==> src/rtl/clock_period_meter_if.sv <==
// Measurement bundle between a divided-clock source and the period meter.
// The source side drives sig_in; the meter side reports period, period_valid, locked and lost.
interface clock_period_meter_if #(
    parameter int CNT_WIDTH = 16
);
    logic                 sig_in;
    logic [CNT_WIDTH-1:0] period;
    logic                 period_valid;
    logic                 locked;
    logic                 lost;

    modport master (
        output sig_in,
        input  period,
        input  period_valid,
        input  locked,
        input  lost
    );

    modport slave (
        input  sig_in,
        output period,
        output period_valid,
        output locked,
        output lost
    );
endinterface

==> src/rtl/clock_period_meter.sv <==
// Measures the sig_in period in clk_in cycles and tracks lock and loss of the input.
// Define CLOCK_PERIOD_METER_AVG_EN to publish a 4-sample running mean instead of raw periods.
module clock_period_meter #(
    parameter int CNT_WIDTH  = 16,
    parameter int EXP_PERIOD = 10,
    parameter int TOL        = 1,
    parameter int TIMEOUT    = 1024,
    parameter int LOCK_COUNT = 4
) (
    input  logic                 clk_in,
    input  logic                 rst_n,
    clock_period_meter_if.slave  bus
);
    localparam int LW = $clog2(LOCK_COUNT + 1);
    localparam logic [CNT_WIDTH-1:0] CNT_MAX = '1;
    localparam logic [CNT_WIDTH-1:0] TO_LAST = CNT_WIDTH'(TIMEOUT - 1);
    localparam logic [CNT_WIDTH:0]   LO_V    = (CNT_WIDTH+1)'(EXP_PERIOD - TOL);
    localparam logic [CNT_WIDTH:0]   HI_V    = (CNT_WIDTH+1)'(EXP_PERIOD + TOL);
    localparam logic [LW-1:0]        LOCK_MAX = LW'(LOCK_COUNT);

    typedef enum logic [1:0] {ARM, MEASURE, LOST} state_t;

    state_t               state, state_nx;
    logic                 s1, s2, s3;
    logic                 rise;
    logic [CNT_WIDTH-1:0] cnt;
    logic [CNT_WIDTH-1:0] meas;
    logic                 timeout;
    logic                 in_range;
    logic                 pub;
    logic                 go_lost;
    logic [LW-1:0]        lock_cnt, lock_nx;
    logic [CNT_WIDTH-1:0] period_q;
    logic                 valid_q;
    logic                 locked_q;
    logic                 lost_q;

    assign rise     = s2 & ~s3;
    assign meas     = cnt + CNT_WIDTH'(1);
    assign timeout  = (cnt == TO_LAST);
    assign in_range = ({1'b0, meas} >= LO_V) && ({1'b0, meas} <= HI_V);

    always_ff @(posedge clk_in or negedge rst_n) begin
        if (!rst_n) begin
            s1 <= 1'b0;
            s2 <= 1'b0;
            s3 <= 1'b0;
        end else begin
            s1 <= bus.sig_in;
            s2 <= s1;
            s3 <= s2;
        end
    end

    always_ff @(posedge clk_in or negedge rst_n) begin
        if (!rst_n)
            cnt <= '0;
        else if (rise)
            cnt <= '0;
        else if (cnt != CNT_MAX)
            cnt <= cnt + CNT_WIDTH'(1);
    end

    always_ff @(posedge clk_in or negedge rst_n) begin
        if (!rst_n)
            state <= ARM;
        else
            state <= state_nx;
    end

    // A rise always wins over a coincident timeout.
    always_comb begin
        state_nx = state;
        unique case (state)
            ARM:     if (rise) state_nx = MEASURE;
            MEASURE: if (!rise && timeout) state_nx = LOST;
            LOST:    if (rise) state_nx = MEASURE;
            default: state_nx = ARM;
        endcase
    end

    always_comb begin
        pub     = 1'b0;
        go_lost = 1'b0;
        unique case (state)
            MEASURE: begin
                pub     = rise;
                go_lost = !rise && timeout;
            end
            default: ;
        endcase
    end

    always_comb begin
        lock_nx = lock_cnt;
        if (go_lost)
            lock_nx = '0;
        else if (pub && !in_range)
            lock_nx = '0;
        else if (pub && lock_cnt != LOCK_MAX)
            lock_nx = lock_cnt + LW'(1);
    end

    always_ff @(posedge clk_in or negedge rst_n) begin
        if (!rst_n) begin
            lock_cnt <= '0;
            locked_q <= 1'b0;
            lost_q   <= 1'b0;
        end else begin
            lock_cnt <= lock_nx;
            locked_q <= (lock_nx == LOCK_MAX);
            lost_q   <= (state_nx == LOST);
        end
    end

`ifdef CLOCK_PERIOD_METER_AVG_EN
    logic [2:0][CNT_WIDTH-1:0] hist;
    logic [1:0]                hcnt;
    logic [CNT_WIDTH+1:0]      sum;

    assign sum = {2'b00, meas} + {2'b00, hist[0]}
               + {2'b00, hist[1]} + {2'b00, hist[2]};

    // hist holds the three previous raw periods; the fourth is the live one.
    always_ff @(posedge clk_in or negedge rst_n) begin
        if (!rst_n) begin
            hist     <= '0;
            hcnt     <= '0;
            valid_q  <= 1'b0;
            period_q <= '0;
        end else begin
            valid_q <= 1'b0;
            if (go_lost) begin
                hist <= '0;
                hcnt <= '0;
            end else if (pub) begin
                hist <= {hist[1:0], meas};
                if (hcnt != 2'd3)
                    hcnt <= hcnt + 2'd1;
                if (hcnt == 2'd3) begin
                    valid_q  <= 1'b1;
                    period_q <= CNT_WIDTH'(sum >> 2);
                end
            end
        end
    end
`else
    always_ff @(posedge clk_in or negedge rst_n) begin
        if (!rst_n) begin
            valid_q  <= 1'b0;
            period_q <= '0;
        end else begin
            valid_q <= pub;
            if (pub)
                period_q <= meas;
        end
    end
`endif

    assign bus.period       = period_q;
    assign bus.period_valid = valid_q;
    assign bus.locked       = locked_q;
    assign bus.lost         = lost_q;
endmodule
==> src/flat_wrapper.sv <==
// flat-port wrapper written by rule: the top's interface ports become plain ports
module clock_period_meter_flat 
#(
    parameter int CNT_WIDTH  = 16,
    parameter int EXP_PERIOD = 10,
    parameter int TOL        = 1,
    parameter int TIMEOUT    = 1024,
    parameter int LOCK_COUNT = 4
)
  (clk_in, rst_n, bus_sig_in, bus_period, bus_period_valid, bus_locked, bus_lost);
  clock_period_meter_if #(.CNT_WIDTH(CNT_WIDTH)) bus_i ();
  input  logic clk_in;
  input  logic rst_n;
  input wire logic [$bits(bus_i.sig_in)-1:0] bus_sig_in;
  output wire logic [$bits(bus_i.period)-1:0] bus_period;
  output wire logic [$bits(bus_i.period_valid)-1:0] bus_period_valid;
  output wire logic [$bits(bus_i.locked)-1:0] bus_locked;
  output wire logic [$bits(bus_i.lost)-1:0] bus_lost;
  assign bus_i.sig_in = bus_sig_in;
  assign bus_period = bus_i.period;
  assign bus_period_valid = bus_i.period_valid;
  assign bus_locked = bus_i.locked;
  assign bus_lost = bus_i.lost;
  clock_period_meter #(.CNT_WIDTH(CNT_WIDTH), .EXP_PERIOD(EXP_PERIOD), .TOL(TOL), .TIMEOUT(TIMEOUT), .LOCK_COUNT(LOCK_COUNT)) u_core (.clk_in(clk_in), .rst_n(rst_n), .bus(bus_i));
endmodule
==> config.mk <==
export PLATFORM = sky130hd
export DESIGN_NAME = clock_period_meter_flat
export DESIGN_NICKNAME = d
export VERILOG_FILES = /design/src/rtl/clock_period_meter_if.sv /design/src/rtl/clock_period_meter.sv /design/src/flat_wrapper.sv
export SDC_FILE = /design/constraint.sdc
export NUM_CORES = 1
export LEC_CHECK = 0
export CORE_MARGIN = 2
export CORE_UTILIZATION = 45
export CTS_BUF_LIST = sky130_fd_sc_hd__clkbuf_4 sky130_fd_sc_hd__clkbuf_8 sky130_fd_sc_hd__clkbuf_16
export CTS_CLUSTER_DIAMETER = 100
export DETAILED_ROUTE_END_ITERATION = 10
export PLACE_DENSITY = 0.66
export SYNTH_ARGS = -nofsm -noshare
export SYNTH_HDL_FRONTEND = slang
export SYNTH_SLANG_ARGS = --single-unit
==> constraint.sdc <==
create_clock -name clk_in -period 4.05 [get_ports clk_in]
set_clock_uncertainty 0.2 [all_clocks]
set_input_delay 0.6075 -clock clk_in [delete_from_list [all_inputs] [get_ports clk_in]]
set_output_delay 0.6075 -clock clk_in [all_outputs]
set_load 0.02 [all_outputs]
Word level (Yosys, flattened, before mapping)

Index checks and enable logic that the tools add are counted.

Equality and inequality tests: 7
$add $sub $neg: 2
Bitwise operators: 2
Reductions and logical operators: 9
Order comparisons: 2
Mux-type cells: 10

Operator list:

| cell                                                                                  | count |
|---|---|
| 16-bit two-way mux                                                                    | 2 |
| 16-bit by 1-bit adder with 16-bit output (second input constant)                      | 1 |
| 16-bit by 10-bit equality test with 1-bit output (second input constant)              | 1 |
| 16-bit by 4-bit greater-or-equal comparator with 1-bit output (second input constant) | 1 |
| 16-bit by 4-bit less-or-equal comparator with 1-bit output (second input constant)    | 1 |
| 16-bit inequality test (second input constant)                                        | 1 |
| 3-bit two-way mux                                                                     | 3 |
| 2-bit equality test (second input constant)                                           | 2 |
| 1-bit logical AND                                                                     | 4 |
| 2-bit two-way mux                                                                     | 2 |
| 2-bit case mux with 2 select lines                                                    | 1 |
| 3-bit by 1-bit adder with 3-bit output (second input constant)                        | 1 |
| 3-bit equality test (second input constant)                                           | 1 |
| 3-bit inequality test (second input constant)                                         | 1 |
| 2-bit by 1-bit equality test with 1-bit output (second input constant)                | 1 |
| 1-bit logical NOT                                                                     | 2 |
| 2-bit logical NOT                                                                     | 1 |
| 1-bit two-way mux                                                                     | 2 |
| 2-bit nonzero test                                                                    | 1 |
| 2-bit OR reduction                                                                    | 1 |
| 1-bit AND                                                                             | 1 |
| 1-bit NOT                                                                             | 1 |

Logic and storage cells: 42
Output and inout bits: 19
Register bits: 43

Depth between registers and ports, before layout

Depth after elaboration: 8
Depth in mapped cells: 7
Gate-level depth less buffers: 7

Worst setup path after synthesis

Ideal clock, no wire load.

Kind: reg-to-reg
From: reg u_core.cnt[0]
To: reg u_core.lock_cnt[1]
Slack: 1.929 ns
Data arrival time: 1.826 ns
Setup time: 0.096 ns
Stages on the path, launching flop included: 7
Path through: dfrtp_1 ha_1 nand3_4 or4_1 a21oi_2 o21ai_0 o31ai_1

Longest elaborated chain between the ends: 7
Elaborated cells on any way between the ends: 11
Classes of those cells: add/sub (1); order compare (2); eq/ne (1); mux (3); reduce/logical (4)

Ends and longest elaborated chain:

| element                                                                                                                                     | line                      | RTL |
|---|---|---|
| start: declaration                                                                                                                          | clock_period_meter.sv:26  | `logic [CNT_WIDTH-1:0] cnt;` |
| start signal: assignment                                                                                                                    | clock_period_meter.sv:61  | `cnt <= cnt + CNT_WIDTH'(1);` |
| 16-bit by 1-bit adder with 16-bit output                                                                                                    | clock_period_meter.sv:39  | `assign meas = cnt + CNT_WIDTH'(1);` |
| 16-bit by 4-bit greater-or-equal comparator with 1-bit output or 16-bit by 4-bit less-or-equal comparator with 1-bit output (tied branches) | clock_period_meter.sv:41  | `assign in_range = ({1'b0, meas} >= LO_V) && ({1'b0, meas} <= HI_V);` |
| 1-bit logical AND                                                                                                                           | clock_period_meter.sv:41  |  |
| 1-bit logical NOT                                                                                                                           | clock_period_meter.sv:98  | `else if (pub && !in_range)` |
| 1-bit logical AND                                                                                                                           | clock_period_meter.sv:98  |  |
| 3-bit two-way mux                                                                                                                           | clock_period_meter.sv:98  |  |
| 3-bit two-way mux (*)                                                                                                                       | clock_period_meter.sv:96  | `if (go_lost)` |
| named net u_core.lock_nx[1]                                                                                                                 | clock_period_meter.sv:32  | `logic [LW-1:0] lock_cnt, lock_nx;` |
| end signal: assignment                                                                                                                      | clock_period_meter.sv:110 | `lock_cnt <= lock_nx;` |
| end: declaration                                                                                                                            | clock_period_meter.sv:32  |  |

The timed path passes the listed nets; every way through them passes the cells marked *.
A chain may end at the register's enable or synchronous reset.

Worst setup path after layout

From: reg u_core.cnt[0]
To: reg u_core.cnt[0]

Longest elaborated chain between the ends: 3
Elaborated cells on any way between the ends: 5
Classes of those cells: add/sub (1); eq/ne (1); mux (2); reduce/logical (1)

Ends and longest elaborated chain:

| element                                  | line                     | RTL |
|---|---|---|
| 16-bit by 1-bit adder with 16-bit output | clock_period_meter.sv:61 |  |
| 16-bit two-way mux                       | clock_period_meter.sv:60 | `else if (cnt != CNT_MAX)` |
| 16-bit two-way mux                       | clock_period_meter.sv:58 | `else if (rise)` |

Parallel ways exist; a longest one is shown, timed or not. The select of a mux whose other input is x is not followed.

==> impl_metrics.env <==
export IMPL_status="finished, final reports clean"
export IMPL_htree_levels=2
export IMPL_grt_pass1_vias=1434
export IMPL_drv_cap=0
export IMPL_critical_path_arrival_ns=2.56
export IMPL_grt_use_met3_pct=4.66
export IMPL_avgSynthCellArea_um2=9.86
export IMPL_rsz0062_at_grt="false"
export IMPL_crit_top_cell="nor2_1"
export IMPL_final_antenna_net_count=0
export IMPL_ys_ff_latch=43
export IMPL_drc_errors=0
export IMPL_relSlewSlack_pct=37.4
export IMPL_die_area_mm2=0.00537
export IMPL_fin_setup_tns_ns=0
export IMPL_gp_congestion=0.806
export IMPL_synth_flop_cell="dfrtp_1"
export IMPL_grt_pass1_wl_um=6960
export IMPL_die_y_um=73.3
export IMPL_path_delay_family="simple AND/OR/NAND/NOR gates"
export IMPL_cts_sinks=43
export IMPL_areaGrowthSynthToFinish_pct=15.5
export IMPL_cts_path_max_buffers=2
export IMPL_critical_path_endpoint="u_core.cnt[0]"
export IMPL_layout_min_cycle_time_ns=2.58
export IMPL_wirelength_um=4180
export IMPL_leakage_nw=1.01
export IMPL_holdPathStages=0
export IMPL_cts_clk_slew_worst_paths_ns=0.08
export IMPL_cts_setup_buffers=0
export IMPL_ys_async_sr_fraction_pct=100
export IMPL_crit_chain="ha_1, nand3_4, nor2_1, nand3_1, xnor2_1, nor2_1"
export IMPL_dpl_instance_area_mm2=0.00239
export IMPL_hold_viol=0
export IMPL_final_area_mm2=0.00249
export IMPL_r2r_start="u_core.cnt[0]"
export IMPL_grt_total_usage_pct=17.0
export IMPL_grt_overflow=0
export IMPL_cp_start_kind="flip-flop"
export IMPL_max_freq_mhz=388
export IMPL_synth_top_cell_area_share_pct=49.9
export IMPL_grt_start_max_net_pins=44
export IMPL_start_util_pct=46.3
export IMPL_cp_slowest_cell="nand3_1"
export IMPL_ys_types=39
export IMPL_worstPathRequired_ns=4.03
export IMPL_placementRows=25
export IMPL_end_kind="flip-flop"
export IMPL_path_buf_inv=0
export IMPL_cts_resized_gates=0
export IMPL_diodes=0
export IMPL_num_io_pins=22
export IMPL_syn_nets=227
export IMPL_grtUsageMet1_pct=24.4
export IMPL_dp_cells=284
export IMPL_hp_class="flip-flop to flip-flop"
export IMPL_cts_buffers=5
export IMPL_synth_edf_count=0
export IMPL_startpoint="u_core.cnt[0]"
export IMPL_numPortBuffers=21
export IMPL_critical_path_peak_fanout=16
export IMPL_vias=1618
export IMPL_synth_warning_count=0
export IMPL_post_drt_wl_per_cell_um=14.3
export IMPL_ff2ff_setup_slack_ns=1.47
export IMPL_yosys_area_top_type="dfrtp_1"
export IMPL_final_nets=245
export IMPL_drive_above_1_share_pct=8.40
export IMPL_synth_area_mm2=0.00216
export IMPL_fin_cells=292
export IMPL_utilization_pct=53.5
export IMPL_crit_cells=6
export IMPL_drtPass1Iterations=4
export IMPL_final_max_slew_violation_count=0
export IMPL_vias_per_cell=5.54
export IMPL_drt_iter0_drc=66
export IMPL_r2r_cells=6
export IMPL_met2_usage_pct=24.6
export IMPL_clock_root_buffer="clkbuf_8"
export IMPL_post_route_period_util_pct=63.6
export IMPL_grt_antenna_before_repair=0
export IMPL_postCtsHoldBufs=0
export IMPL_r2r_end="u_core.cnt[0]"
export IMPL_finalPower_mw=1.00
export IMPL_setup_viol=0
export IMPL_crit_type="flip-flop to flip-flop"
export IMPL_ir_drop_mv=0.269
export IMPL_cts_tree="yes"
export IMPL_insertion_delay_ns=0.29
export IMPL_fp_dieW_um=73.3
export IMPL_tightestPinTransition_ns=0.939
export IMPL_place_hpwl_um=2890
export IMPL_power_density_mw_per_mm2=402
export IMPL_synth_seq_area_share_pct=49.9
export IMPL_synthTopCellsByArea="dfrtp_1 (50%), o21ai_0 (5.1%), xnor2_1 (4.9%), nand2_1 (4.5%), a21oi_1 (3.9%)"
export IMPL_busiest_layer="met2"
export IMPL_max_stage_delay_ns=0.58
export IMPL_synthCells=219
export IMPL_core_area_mm2=0.00466
registers in the layout, indices dropped and copies added, names as in the netlist:
signal	count
u_core.cnt	16
u_core.bus.period	16
u_core.bus.period_valid	1
u_core.bus.locked	1
u_core.s2	1
u_core.s3	1
u_core.bus.lost	1
u_core.s1	1
u_core.state	2
u_core.lock_cnt	3
cell usage in the layout, fill, tap and decap left out, types with 4 or more instances in the layout:
| cell | synthesis | layout |
|---|---|---|
| dfrtp_1 | 43 | 43 |
| nand2_1 | 26 | 26 |
| o21ai_0 | 22 | 22 |
| clkdlybuf4s50_1 | 0 | 20 |
| a21oi_1 | 17 | 17 |
| nand3_1 | 13 | 13 |
| xnor2_1 | 12 | 12 |
| nor2_1 | 10 | 10 |
| inv_1 | 8 | 8 |
| clkbuf_8 | 0 | 7 |
| o31ai_1 | 6 | 6 |
| xor2_1 | 6 | 6 |
| nor3b_1 | 5 | 5 |
| nor3_1 | 5 | 5 |
| ha_1 | 5 | 5 |
| nand4_1 | 4 | 4 |
layout make-up:
class / count / area, um^2
Inverter: 8 / 30.0
Fill cell: 442 / 2170
Sequential cell: 43 / 1080
Tap cell: 54 / 67.6
Multi-Input combinational cell: 156 / 995
Timing Repair Buffer: 23 / 220
Clock buffer: 8 / 104
logic make-up after synthesis:
group | after synthesis | synth area share [%]
mux | 1 | 0.464
flops | 43 | 49.9
xor+xnor | 18 | 7.30
buf+inv | 20 | 4.06
fa+ha+maj | 5 | 2.90
simple gates | 78 | 20.3
compound gates | 54 | 15.1
power by group:
group	internal [mW]	total, mW	switching [mW]
Sequential	0.465	0.510	0.0452
Clock	0.162	0.303	0.140
Combinational	0.0827	0.189	0.106
Total	0.710	1.00	0.292
through the flow:
stage          hold slack (ns)  setup slack (ns)
2_1_floorplan            0.112              1.93
3_3_place_gp             0.131              1.63
3_5_place_dp             0.136              1.50
4_1_cts                  0.153              1.49
5_1_grt                  0.165              1.28
6_report                 0.151              1.47
how the worst min path moves through the flow:
| stage | startpoint | endpoint | slack (ns) |
|---|---|---|---|
| finish | u_core.s1 | u_core.s2 | 0.15 |
| global route | u_core.s1 | u_core.s2 | 0.17 |
| CTS | u_core.s1 | u_core.s2 | 0.15 |
| detailed placement | u_core.s1 | u_core.s2 | 0.14 |
| global placement | u_core.s1 | u_core.s2 | 0.13 |
| floorplan | rst_n | u_core.bus.locked | 0.11 |
cells in the mapped netlist (2+ instances only):
| cell type | number |
|---|---|
| dfrtp_1 | 43 |
| nor3_1 | 5 |
| xnor2_1 | 12 |
| ha_1 | 5 |
| nand2b_1 | 2 |
| o21ai_0 | 22 |
| o2111ai_1 | 2 |
| nand4_1 | 4 |
| or4_1 | 2 |
| nand2_1 | 26 |
| a21oi_1 | 17 |
| nor2_1 | 10 |
| xor2_1 | 6 |
| o21a_1 | 2 |
| nor3b_1 | 5 |
| clkbuf_1 | 9 |
| nand3_1 | 13 |
| o31ai_1 | 6 |
| inv_1 | 8 |
routing by layer:
layer  vias up  share of wire, %
met3         5               3.3
met5         -                 0
met2        25                46
met4         0               1.3
met1       779                50
li1        809                 -
Power figures use the tool's default switching activity.
